===== src/rtl/mem_req_demux.sv =====
// One-to-two memory request demux: routes requests by address and returns
// responses to the core in issue order using an in-order tag FIFO.
module mem_req_demux #(
  parameter logic [31:0] SPLIT_ADDR = 32'h8000_0000,
  parameter int unsigned MAX_OUT    = 4
) (
  input  logic        clk,
  input  logic        rst,
  input  logic        req_valid,
  output logic        req_ready,
  input  logic [31:0] req_addr,
  input  logic        req_we,
  input  logic [31:0] req_wdata,
  output logic        rsp_valid,
  input  logic        rsp_ready,
  output logic [31:0] rsp_rdata,
  output logic        err,
  output logic        d0_req_valid,
  input  logic        d0_req_ready,
  output logic [31:0] d0_req_addr,
  output logic        d0_req_we,
  output logic [31:0] d0_req_wdata,
  input  logic        d0_rsp_valid,
  output logic        d0_rsp_ready,
  input  logic [31:0] d0_rsp_rdata,
  output logic        d1_req_valid,
  input  logic        d1_req_ready,
  output logic [31:0] d1_req_addr,
  output logic        d1_req_we,
  output logic [31:0] d1_req_wdata,
  input  logic        d1_rsp_valid,
  output logic        d1_rsp_ready,
  input  logic [31:0] d1_rsp_rdata
);

  localparam int unsigned PW = (MAX_OUT > 1) ? $clog2(MAX_OUT) : 1;
  localparam int unsigned CW = $clog2(MAX_OUT + 1);

  logic [MAX_OUT-1:0] r_tags;
  logic [PW-1:0]      r_wptr;
  logic [PW-1:0]      r_rptr;
  logic [CW-1:0]      r_count;
  logic               r_err;

  logic w_sel;
  logic w_can_issue;
  logic w_nonempty;
  logic w_head;
  logic w_push;
  logic w_pop;

  assign w_sel       = (req_addr >= SPLIT_ADDR);
  assign w_can_issue = (r_count < CW'(MAX_OUT));
  assign w_nonempty  = (r_count != '0);
  assign w_head      = r_tags[r_rptr];

  // Request path: combinational steer by address
  assign d0_req_valid = req_valid & w_can_issue & ~w_sel & ~rst;
  assign d1_req_valid = req_valid & w_can_issue &  w_sel & ~rst;
  assign req_ready    = w_can_issue & (w_sel ? d1_req_ready : d0_req_ready) & ~rst;

  assign d0_req_addr  = req_addr;
  assign d0_req_we    = req_we;
  assign d0_req_wdata = req_wdata;
  assign d1_req_addr  = req_addr;
  assign d1_req_we    = req_we;
  assign d1_req_wdata = req_wdata;

  // Response path: only the head-of-line responder is visible to the core
  assign rsp_valid    = w_nonempty & (w_head ? d1_rsp_valid : d0_rsp_valid) & ~rst;
  assign rsp_rdata    = w_head ? d1_rsp_rdata : d0_rsp_rdata;
  assign d0_rsp_ready = w_nonempty & ~w_head & rsp_ready & ~rst;
  assign d1_rsp_ready = w_nonempty &  w_head & rsp_ready & ~rst;

  assign w_push = req_valid & req_ready;
  assign w_pop  = rsp_valid & rsp_ready;
  assign err    = r_err;

  always_ff @(posedge clk) begin
    if (rst) begin
      r_wptr  <= '0;
      r_rptr  <= '0;
      r_count <= '0;
      r_err   <= 1'b0;
    end else begin
      if (w_push) r_wptr <= r_wptr + PW'(1);
      if (w_pop)  r_rptr <= r_rptr + PW'(1);
      r_count <= r_count + CW'(w_push) - CW'(w_pop);
      // Any responder activity with nothing outstanding is a protocol violation
      if (!w_nonempty && (d0_rsp_valid || d1_rsp_valid)) r_err <= 1'b1;
    end
  end

  // Tag storage needs no reset; entries are only read while count > 0
  always_ff @(posedge clk) begin
    if (w_push) r_tags[r_wptr] <= w_sel;
  end

endmodule

===== config.mk =====
export PLATFORM = sky130hd
export DESIGN_NAME = mem_req_demux
export DESIGN_NICKNAME = d
export VERILOG_FILES = /design/src/rtl/mem_req_demux.sv
export SDC_FILE = /design/constraint.sdc
export NUM_CORES = 1
export LEC_CHECK = 0
export BUFFER_PORTS_ARGS = -buffer_cell sky130_fd_sc_hd__buf_4
export CAP_MARGIN = 10
export CORE_AREA = 2 2 117 119
export DETAILED_ROUTE_END_ITERATION = 12
export DIE_AREA = 0 0 119 121
export HOLD_SLACK_MARGIN = 0.08
export SETUP_SLACK_MARGIN = 0.5
export SLEW_MARGIN = 20
export SYNTH_ARGS = -nofsm -noshare
export SYNTH_HDL_FRONTEND = slang
export SYNTH_SLANG_ARGS = --single-unit

===== constraint.sdc =====
create_clock -name clk -period 3.8 [get_ports clk]
set_clock_uncertainty 0.15 [all_clocks]
set_input_delay 0.95 -clock clk [delete_from_list [all_inputs] [get_ports clk]]
set_output_delay 0.95 -clock clk [all_outputs]
set_load 0.02 [all_outputs]

==> metrics.cfg, run 1 <==
[layout]
fin_area_mm2=0.002208
area_growth_pct=8.816
n_antenna_cell=0
fin_nets=361
final_cell_count_no_fill=392
layout-drive-gt1-share=0.7315

[placed_design]
dp_hpwl_um=4902
io_buffers=113
dp_cells=385
placed_area_mm2=0.002092
pre_cts_ws_ns=0.4591
place_congestion=0.7162

[grt]
grt_pass1_vias=1392
overflow=0
busiest_layer=met2
antenna_found_initial=0
grt_usage=0.07782
grt_use_met3=0.03712
grt_max_degree=15
grt_pass1_wl_um=8148
use_met1=0.06810
grt_use_met2=0.1466

[timing]
worst_pin_slew_ns=0.3148
rsz0062_at_grt=no
slew_violations=0
final.min_clock_period_ns=3.083
max_clock_freq_mhz=324.4
slew_headroom=0.7901
setup_viol=0
finalHoldViolCount=0
tns_ns=0
period_share=0.8112
worst_slack_ns=0.7173
whs_ns=0.3055

[run_status]
status=complete, no violations

[power_and_ir_drop]
ir_drop_mv=0.1855
power.density_mw_per_mm2=308.4
leakage_nw=0.9968

[worst_setup_path]
r2r_cells=12
crit_path_end_kind=output port
crit_path_start_kind=flip-flop
worstReg2RegStart=r_rptr[0]
max_stage_delay_ns=0.58
worstPathArrival_ns=1.98
crit_cells=4
required_ns=2.70
cp_slowest_cell=mux4_2
crit_chain=mux4_2 > buf_4 > mux2_2 > buf_4
path_class=flip-flop to output port
crit_buf_inv=2
crit_family=multiplexers
crit_top_cell=buf_4
rrSetupSlack_ns=0.77
crit_path_max_fanout=9
r2r-end=r_count[2]

[drt]
ant_nets=0
first_pass_iters=3
drcViolationCount=0
drt_first_iter_violations=14
post_drt_wl_per_cell_um=15.32
viasPerCell=3.316
vias=1300
wl_um=6005

[logic_synthesis]
synthFlopType=dfxtp_1
netlist_instances=230
avgSynthCellArea_um2=8.824
synth_seq_area_share=0.1381
synth_edf_count=4
ys_types=25
yosys_warnings=0
synthesis.nets=374
syn_area_mm2=0.002029
async_reset_ff_frac=0
ys_seq_elements=12

[clock_tree]
clk_pin_slew_ns=0.04
cts_buffer_depth=2
clock-sinks=12
root_buffer=clkbuf_16
clk_latency_ns=0.24
cts_inserted_buffers=3
cts_tree=yes
h-tree-depth=1

[die]
die_w_um=119
core_mm2=0.01309
initial_core_util=0.1551
dieArea_mm2=0.01440
num_rows=42
io_pins=306
die_y_um=121

[worst_hold_path]
min_path_type=flip-flop to flip-flop
hp-start=err
hold_path_end=err
hold_depth=2

[run]
cap_viol_max_count=0

## through the flow
stage,util,total power [W]
floorplan,-,0.0005331
global placement,0.1599,0.0004852
detailed placement,0.1599,0.0004897
CTS,0.1688,0.0006954
global route,0.1688,0.0007193
finish,0.1688,0.0006811
## per-layer routing
| metal | up-vias | routed length, µm |
|---|---|---|
| met5 | - | 0 |
| met4 | 0 | 244 |
| met3 | 31 | 702 |
| met2 | 112 | 3272 |
| met1 | 574 | 1785 |
| li1 | 583 | - |
## Yosys cell counts, types with 2 or more instances
library cell / instances / share of area
mux2i_1: 2 / 0.0099
dfxtp_1: 8 / 0.079
nor2_1: 7 / 0.013
o21ai_0: 2 / 0.0049
or3b_2: 2 / 0.0086
and2_1: 4 / 0.012
nand2_1: 2 / 0.0037
clkbuf_1: 2 / 0.0037
buf_6: 2 / 0.011
nor3_1: 3 / 0.0074
buf_4: 132 / 0.49
ha_1: 6 / 0.037
mux2_2: 32 / 0.18
xnor2_1: 2 / 0.0086
edfxtp_1: 4 / 0.059
a21oi_1: 2 / 0.0049
nor2b_1: 2 / 0.0062
inv_1: 9 / 0.017
## state kept, by name (all words and copies together), names as in the netlist
register,count
r_count,3
r_rptr,2
r_tags,4
r_wptr,2
err,1
## report_power, final
| part | switching (W) | total [W] | internal, W |
|---|---|---|---|
| sequential | 0.0000126 | 0.000158 | 0.000145 |
| combinational | 0.000157 | 0.000332 | 0.000175 |
| clock | 0.0000530 | 0.000191 | 0.000138 |
| total | 0.000223 | 0.000681 | 0.000458 |
## worst min-delay path, delay by kind of cell, from the launching register on
kind / cells / cell delay [ns]
flip-flops: 1 / 0.31
buffers and inverters: 1 / 0.05
AO/OA/AOI/OAI: 1 / 0.05
## worst max path at each step
stage	to	startpoint	slack [ns]
after floorplan	r_count[2]	rst	0.58
after global placement	r_count[2]	rst	0.53
after detailed placement	r_count[2]	rst	0.46
after CTS	rsp_rdata[7]	r_rptr[0]	0.65
after global routing	r_count[2]	r_rptr[0]	0.54
final	rsp_rdata[5]	r_rptr[0]	0.72
## cells by family (layout without fill, tap and decap cells)
logic type	after synthesis	after routing	share of synthesized area
buf+inv	145	130	0.5197
mux	36	37	0.2096
fa+ha+maj	7	7	0.04686
compound gates	6	6	0.01850
flops	12	12	0.1381
simple gates	21	21	0.05426
xor+xnor	3	3	0.01295
## repair_timing
action                                  CTS  global route
endpoints found under the setup margin   14             0
gates resized for setup                   1             0
setup buffers                             2             0
hold buffers                              0             0
## area by class of cell
| cell class | instances | area [µm²] |
|---|---|---|
| fillers | 1469 | 10880 |
| clock inverters | 1 | 3.754 |
| repair buffers | 117 | 878.3 |
| inverters | 9 | 33.78 |
| well taps | 176 | 220.2 |
| multi-input cells | 74 | 716.9 |
| flip-flops and latches | 12 | 280.3 |
| clock buffers | 3 | 75.07 |
## cell usage in the layout, fill, tap and decap left out, drive strengths merged
master	synthesis	layout
mux4	1	2
and2	4	4
mux2	32	32
nor2b	2	2
inv	9	9
ha	6	6
a21oi	2	2
nand2	2	2
or3b	2	2
fa	1	1
dfxtp	8	8
nor3	3	3
xor2	1	1
clkbuf	2	3
buf	134	117
o21ai	2	2
nor2	8	8
clkinv	0	1
xnor2	2	2
edfxtp	4	4
o311ai	1	1
mux2i	3	3
o41ai	1	1
Power figures use the tool's default switching activity.
==> run 2, diff against run 1 <==
--- a/config.mk
+++ b/config.mk
@@ -7,9 +7,9 @@
 export LEC_CHECK = 0
 export BUFFER_PORTS_ARGS = -buffer_cell sky130_fd_sc_hd__buf_4
 export CAP_MARGIN = 10
-export CORE_AREA = 2 2 117 119
+export CORE_AREA = 2 2 120 122
 export DETAILED_ROUTE_END_ITERATION = 12
-export DIE_AREA = 0 0 119 121
+export DIE_AREA = 0 0 122 124
 export HOLD_SLACK_MARGIN = 0.08
 export SETUP_SLACK_MARGIN = 0.5
 export SLEW_MARGIN = 20
==> constraint.sdc (replaced) <==
create_clock -name clk -period 2.5 [get_ports clk]
set_clock_uncertainty 0.15 [all_clocks]
set_input_delay 0.625 -clock clk [delete_from_list [all_inputs] [get_ports clk]]
set_output_delay 0.625 -clock clk [all_outputs]
set_load 0.02 [all_outputs]
==> run 2 against run 1 <==
Compared with the run above: the run now ends with setup timing left; setup slack lost 0.89 ns; design area grew 13%; combinational power rose by 80%; critical path depth unchanged; die area up 5.1%; via count rose by 4.1%; sequential power up 49%; first-iteration DRC count grew 79%; non-clock buffer count is 13 higher; sequential share of layout area down 1.4 points; flip-flop and latch count is the same; routed wire length down 8.5%; critical path type unchanged.
==> metrics.cfg, run 2 (synthesized netlist as in run 1, its figures left out) <==
[placed_design]
dp_hpwl_um=4630
place_congestion=0.7115
pre_cts_ws_ns=-0.2738
io_buffers=113
placed_area_mm2=0.002238

[timing]
setup_viol=34
tns_ns=-4.012
finalHoldViolCount=0
worst_slack_ns=-0.1696
slew_headroom=0.7094
rsz0062_at_grt=yes
period_share=1.068
worst_pin_slew_ns=0.4326
slew_violations=0
max_clock_freq_mhz=374.6
final.min_clock_period_ns=2.670

[power_and_ir_drop]
power.density_mw_per_mm2=452.0
power_w=0.001131
ir_drop_mv=0.2354
leakage_nw=1.093

[layout]
top_register=r_tags
ff_latch_area_um2=281.5
area_growth_pct=23.24
largest_reg_flops=4
fin_nets=373
n_antenna_cell=0
layout_common_cells=buf_4 (116), mux2_2 (32), buf_6 (11)
fill_cells=1532
final_util=0.1823
mostFrequentLayoutCell=buf_4
reg_top3=r_tags x4, r_count x3
layout-drive-gt1-share=0.8289
fin_area_mm2=0.002501
multi_input_area_um2=834.6

[drt]
post_drt_wl_per_cell_um=13.46
wl_um=5492
first_pass_iters=3
drcViolationCount=0
viasPerCell=3.316
vias=1353
ant_nets=0
drt_first_iter_violations=25

[worst_setup_path]
crit_family=multiplexers
path_class=flip-flop to output port
worstPathArrival_ns=1.89
crit_path_start_kind=flip-flop
max_stage_delay_ns=0.58
crit_chain=mux4_2 > buf_12 > mux2_2 > buf_4
cp_slowest_cell=mux4_2
required_ns=1.73
rrSetupSlack_ns=-0.13
crit_buf_inv=2
crit_path_end_kind=output port
crit_path_max_fanout=34

[grt]
antenna_found_initial=0
grt_pass1_wl_um=7417
grt_usage=0.06647
grt_pass1_vias=1398
grt_max_degree=35
overflow=0

[clock_tree]
cts_inserted_buffers=3
clk_pin_slew_ns=0.04
cts_buffer_depth=2
cts_tree=yes
clock-sinks=12
h-tree-depth=1
root_buffer=clkbuf_16
clk_latency_ns=0.24

[run]
cap_viol_max_count=0

[run_status]
status=finished, violations left
failed_checks=setup timing

[die]
num_rows=43
dieArea_mm2=0.01513
die_y_um=124
die_w_um=122
core_mm2=0.01372
initial_core_util=0.1479
io_pins=306

[worst_hold_path]
min_path_type=flip-flop to flip-flop

[run 2: cell types whose count changed in the layout (fill, tap and decap cells not counted), sizes merged]
cell and delta:
buf +13, mux4 -1
[run 2: per-layer routing]
metal,routed length (µm),GRT usage
met1,1785,0.06488
met2,2627,0.1044
met3,711,0.03342
met4,368,0.05819
met5,0,0
[run 2: timing repair]
action                     CTS  global route
hold buffers                 0             0
pin swaps                    1             3
cloned                       0             0
setup endpoints to repair   41            42
resized for setup           25             9
buffers inserted             2             1
[run 2: metrics by stage]
| stage | hold WS (ns) | cells |
|---|---|---|
| floorplan | 0.2924 | 230 |
| global placement | 0.2881 | 401 |
| detailed placement | 0.2914 | 401 |
| CTS | 0.3007 | 407 |
| global route | 0.3275 | 408 |
| finish | 0.3001 | 408 |
[run 2: path summary, 6_finish.rpt]
| check | from | end | cells past startpoint |
|---|---|---|---|
| worst max-delay path | r_rptr[0] | rsp_rdata[7] | 4 |
| worst min register to register | err | err | 2 |
| worst max register to register | r_rptr[0] | r_count[2] | 11 |
| worst min-delay path | err | err | 2 |
[run 2: tightest hold or removal path: stages, from the launching register on]
cell and delay [ns]:
dfxtp_1 0.31, inv_1 0.05, a21oi_1 0.05
[run 2: layout make-up]
type / instances / share of cell area
clock buffers: 3 / 0.03001
clock inverters: 1 / 0.001501
inverters: 9 / 0.01451
multi-input cells: 73 / 0.3337
flip-flops and latches: 12 / 0.1126
well taps: 180 / 0.09004
repair buffers: 130 / 0.4177
[run 2: power by group]
group          leakage [nW]  switching, W  total (W)  internal, W
sequential            0.102     0.0000143   0.000235     0.000221
clock                0.0385     0.0000863   0.000297     0.000211
combinational         0.952      0.000272   0.000598     0.000327
total                  1.09      0.000372    0.00113     0.000758
==> run 3, diff against run 2 <==
--- a/config.mk
+++ b/config.mk
@@ -16,3 +16,4 @@
 export SYNTH_ARGS = -nofsm -noshare
 export SYNTH_HDL_FRONTEND = slang
 export SYNTH_SLANG_ARGS = --single-unit
+export TNS_END_PERCENT = 10
==> run 3 against run 2 <==
Compared with the run above: the run still ends with setup timing left; critical path depth up 1; via count increased by 1.5%; critical endpoint is now rsp_rdata[28]; critical path type unchanged; fmax down 1.6%; sequential power is 2% higher; routed wire length increased by 24%; clock power hardly changed; count of clock-buffer cells in the layout is 1 higher; largest power group unchanged; die area is the same; setup slack worse by 0.043 ns; largest cell class unchanged.
==> metrics.cfg, run 3 (synthesized netlist as in run 1, its figures left out) <==
[run_status]
status=finished, violations left
failed_checks=setup timing

[layout]
final_cell_count_no_fill=407
mostFrequentLayoutCell=buf_4
layout_common_cells=buf_4 (93), buf_6 (31), mux2_2 (29)
top_register=r_tags
n_antenna_cell=0
fin_nets=372
layout-drive-gt1-share=0.8062
reg_top3=r_tags x4, r_count x3
multi_input_area_um2=809.5
largest_reg_flops=4
area_growth_pct=26.94
fill_cells=1529
fin_area_mm2=0.002576
ff_latch_area_um2=281.5
final_util=0.1878

[power_and_ir_drop]
power.density_mw_per_mm2=457.4
ir_drop_mv=0.3162
leakage_nw=1.133
power_w=0.001178

[placed_design]
place_congestion=0.7771
placed_area_mm2=0.002193
dp_hpwl_um=5507
dp_cells=398
io_buffers=113

[timing]
period_share=1.085
whs_ns=0.3032
worst_pin_slew_ns=0.5898
slew_headroom=0.6038
final.min_clock_period_ns=2.712
slew_violations=0
finalHoldViolCount=0
max_clock_freq_mhz=368.7
setup_viol=36
worst_slack_ns=-0.2122
rsz0062_at_grt=yes

[clock_tree]
cts_buffer_depth=2
h-tree-depth=1
root_buffer=clkbuf_16
clock-sinks=12
hold_buffers=0
cts_inserted_buffers=3
clk_latency_ns=0.24
cts_tree=yes
clk_pin_slew_ns=0.04

[grt]
grt_pass1_wl_um=8266
grt_max_degree=35
grt_pass1_vias=1419
grt_usage=0.07478
antenna_found_initial=0
overflow=0

[worst_setup_path]
crit_family=multiplexers
rrSetupSlack_ns=-0.16
required_ns=1.73
endpoint=rsp_rdata[28]
cp-startpoint=r_tags[3]
r2r_cells=11
crit_path_end_kind=output port
crit_path_max_fanout=17
cp_slowest_cell=mux4_2
max_stage_delay_ns=0.55
crit_chain=mux4_2 > buf_4 > clkbuf_16 > mux2_2 > buf_6
worstPathArrival_ns=1.94
worstReg2RegStart=r_tags[3]
r2r-end=r_count[2]
crit_buf_inv=3
crit_path_start_kind=flip-flop
crit_cells=5
path_class=flip-flop to output port

[worst_hold_path]
min_path_type=flip-flop to flip-flop

[die]
initial_core_util=0.1479
core_mm2=0.01372
die_y_um=124
die_w_um=122
dieArea_mm2=0.01513
io_pins=306
num_rows=43

[drt]
post_drt_wl_per_cell_um=16.73
drcViolationCount=0
ant_nets=0
drt_first_iter_violations=40
wl_um=6809
first_pass_iters=4
viasPerCell=3.373
vias=1373

[run]
cap_viol_max_count=0

run 3: changes by cell type in the layout (fill, tap and decap cells not counted), moves of 2 or more:
cell	previous run	this run
mux2_2	32	29
nor2_1	2	4
buf_6	11	31
clkbuf_16	3	5
buf_4	116	93
mux2_4	0	3
run 3: worst min-delay path by stage:
stage	from	endpoint	slack, ns	cells past startpoint
after detailed placement	err	err	0.29	2
after global routing	err	err	0.31	2
after CTS	err	err	0.30	2
final	err	err	0.30	2
after floorplan	r_rptr[0]	r_rptr[0]	0.29	1
after global placement	err	err	0.29	2
run 3: final cells by class:
type | count | share of cell area
Timing Repair Buffer | 129 | 0.4454
Multi-Input combinational cell | 73 | 0.3142
Sequential cell | 12 | 0.1093
Tap cell | 180 | 0.08742
Clock buffer | 4 | 0.03060
Inverter | 9 | 0.01311
run 3: metrics by stage:
stage | setup TNS [ns] | worst slack (ns)
after CTS | -4.496 | -0.1848
final | -6.521 | -0.2122
after detailed placement | -0.7070 | -0.2844
after global routing | -9.014 | -0.2815
after floorplan | -0.1936 | -0.1620
after global placement | -0.3874 | -0.2341
run 3: routing by layer:
metal,GRT usage,up-vias,part of all wire
li1,-,600,-
met1,0.06762,602,0.31
met2,0.1337,133,0.51
met3,0.04258,38,0.14
met4,0.03807,0,0.042
met5,0,-,0
run 3: worst register-to-register path: stages (launching register included):
cell,delay (ns)
edfxtp_1,0.36
mux4_2,0.55
mux2i_4,0.23
nor2_4,0.12
ha_4,0.21
inv_2,0.06
ha_4,0.11
inv_2,0.03
fa_2,0.36
xor2_2,0.15
xnor2_1,0.16
nor2_1,0.06
run 3: timing repair:
item	in CTS	in global routing
gates cloned	0	2
setup buffers	0	3
gates resized for setup	27	29
pin swaps	4	9
endpoints found under the setup margin	41	42
run 3: report_power, final:
group	leakage, nW	switching [W]	internal (W)
Combinational	0.993	0.000285	0.000356
Clock	0.0382	0.0000824	0.000215
Sequential	0.102	0.0000192	0.000221
Total	1.13	0.000387	0.000792
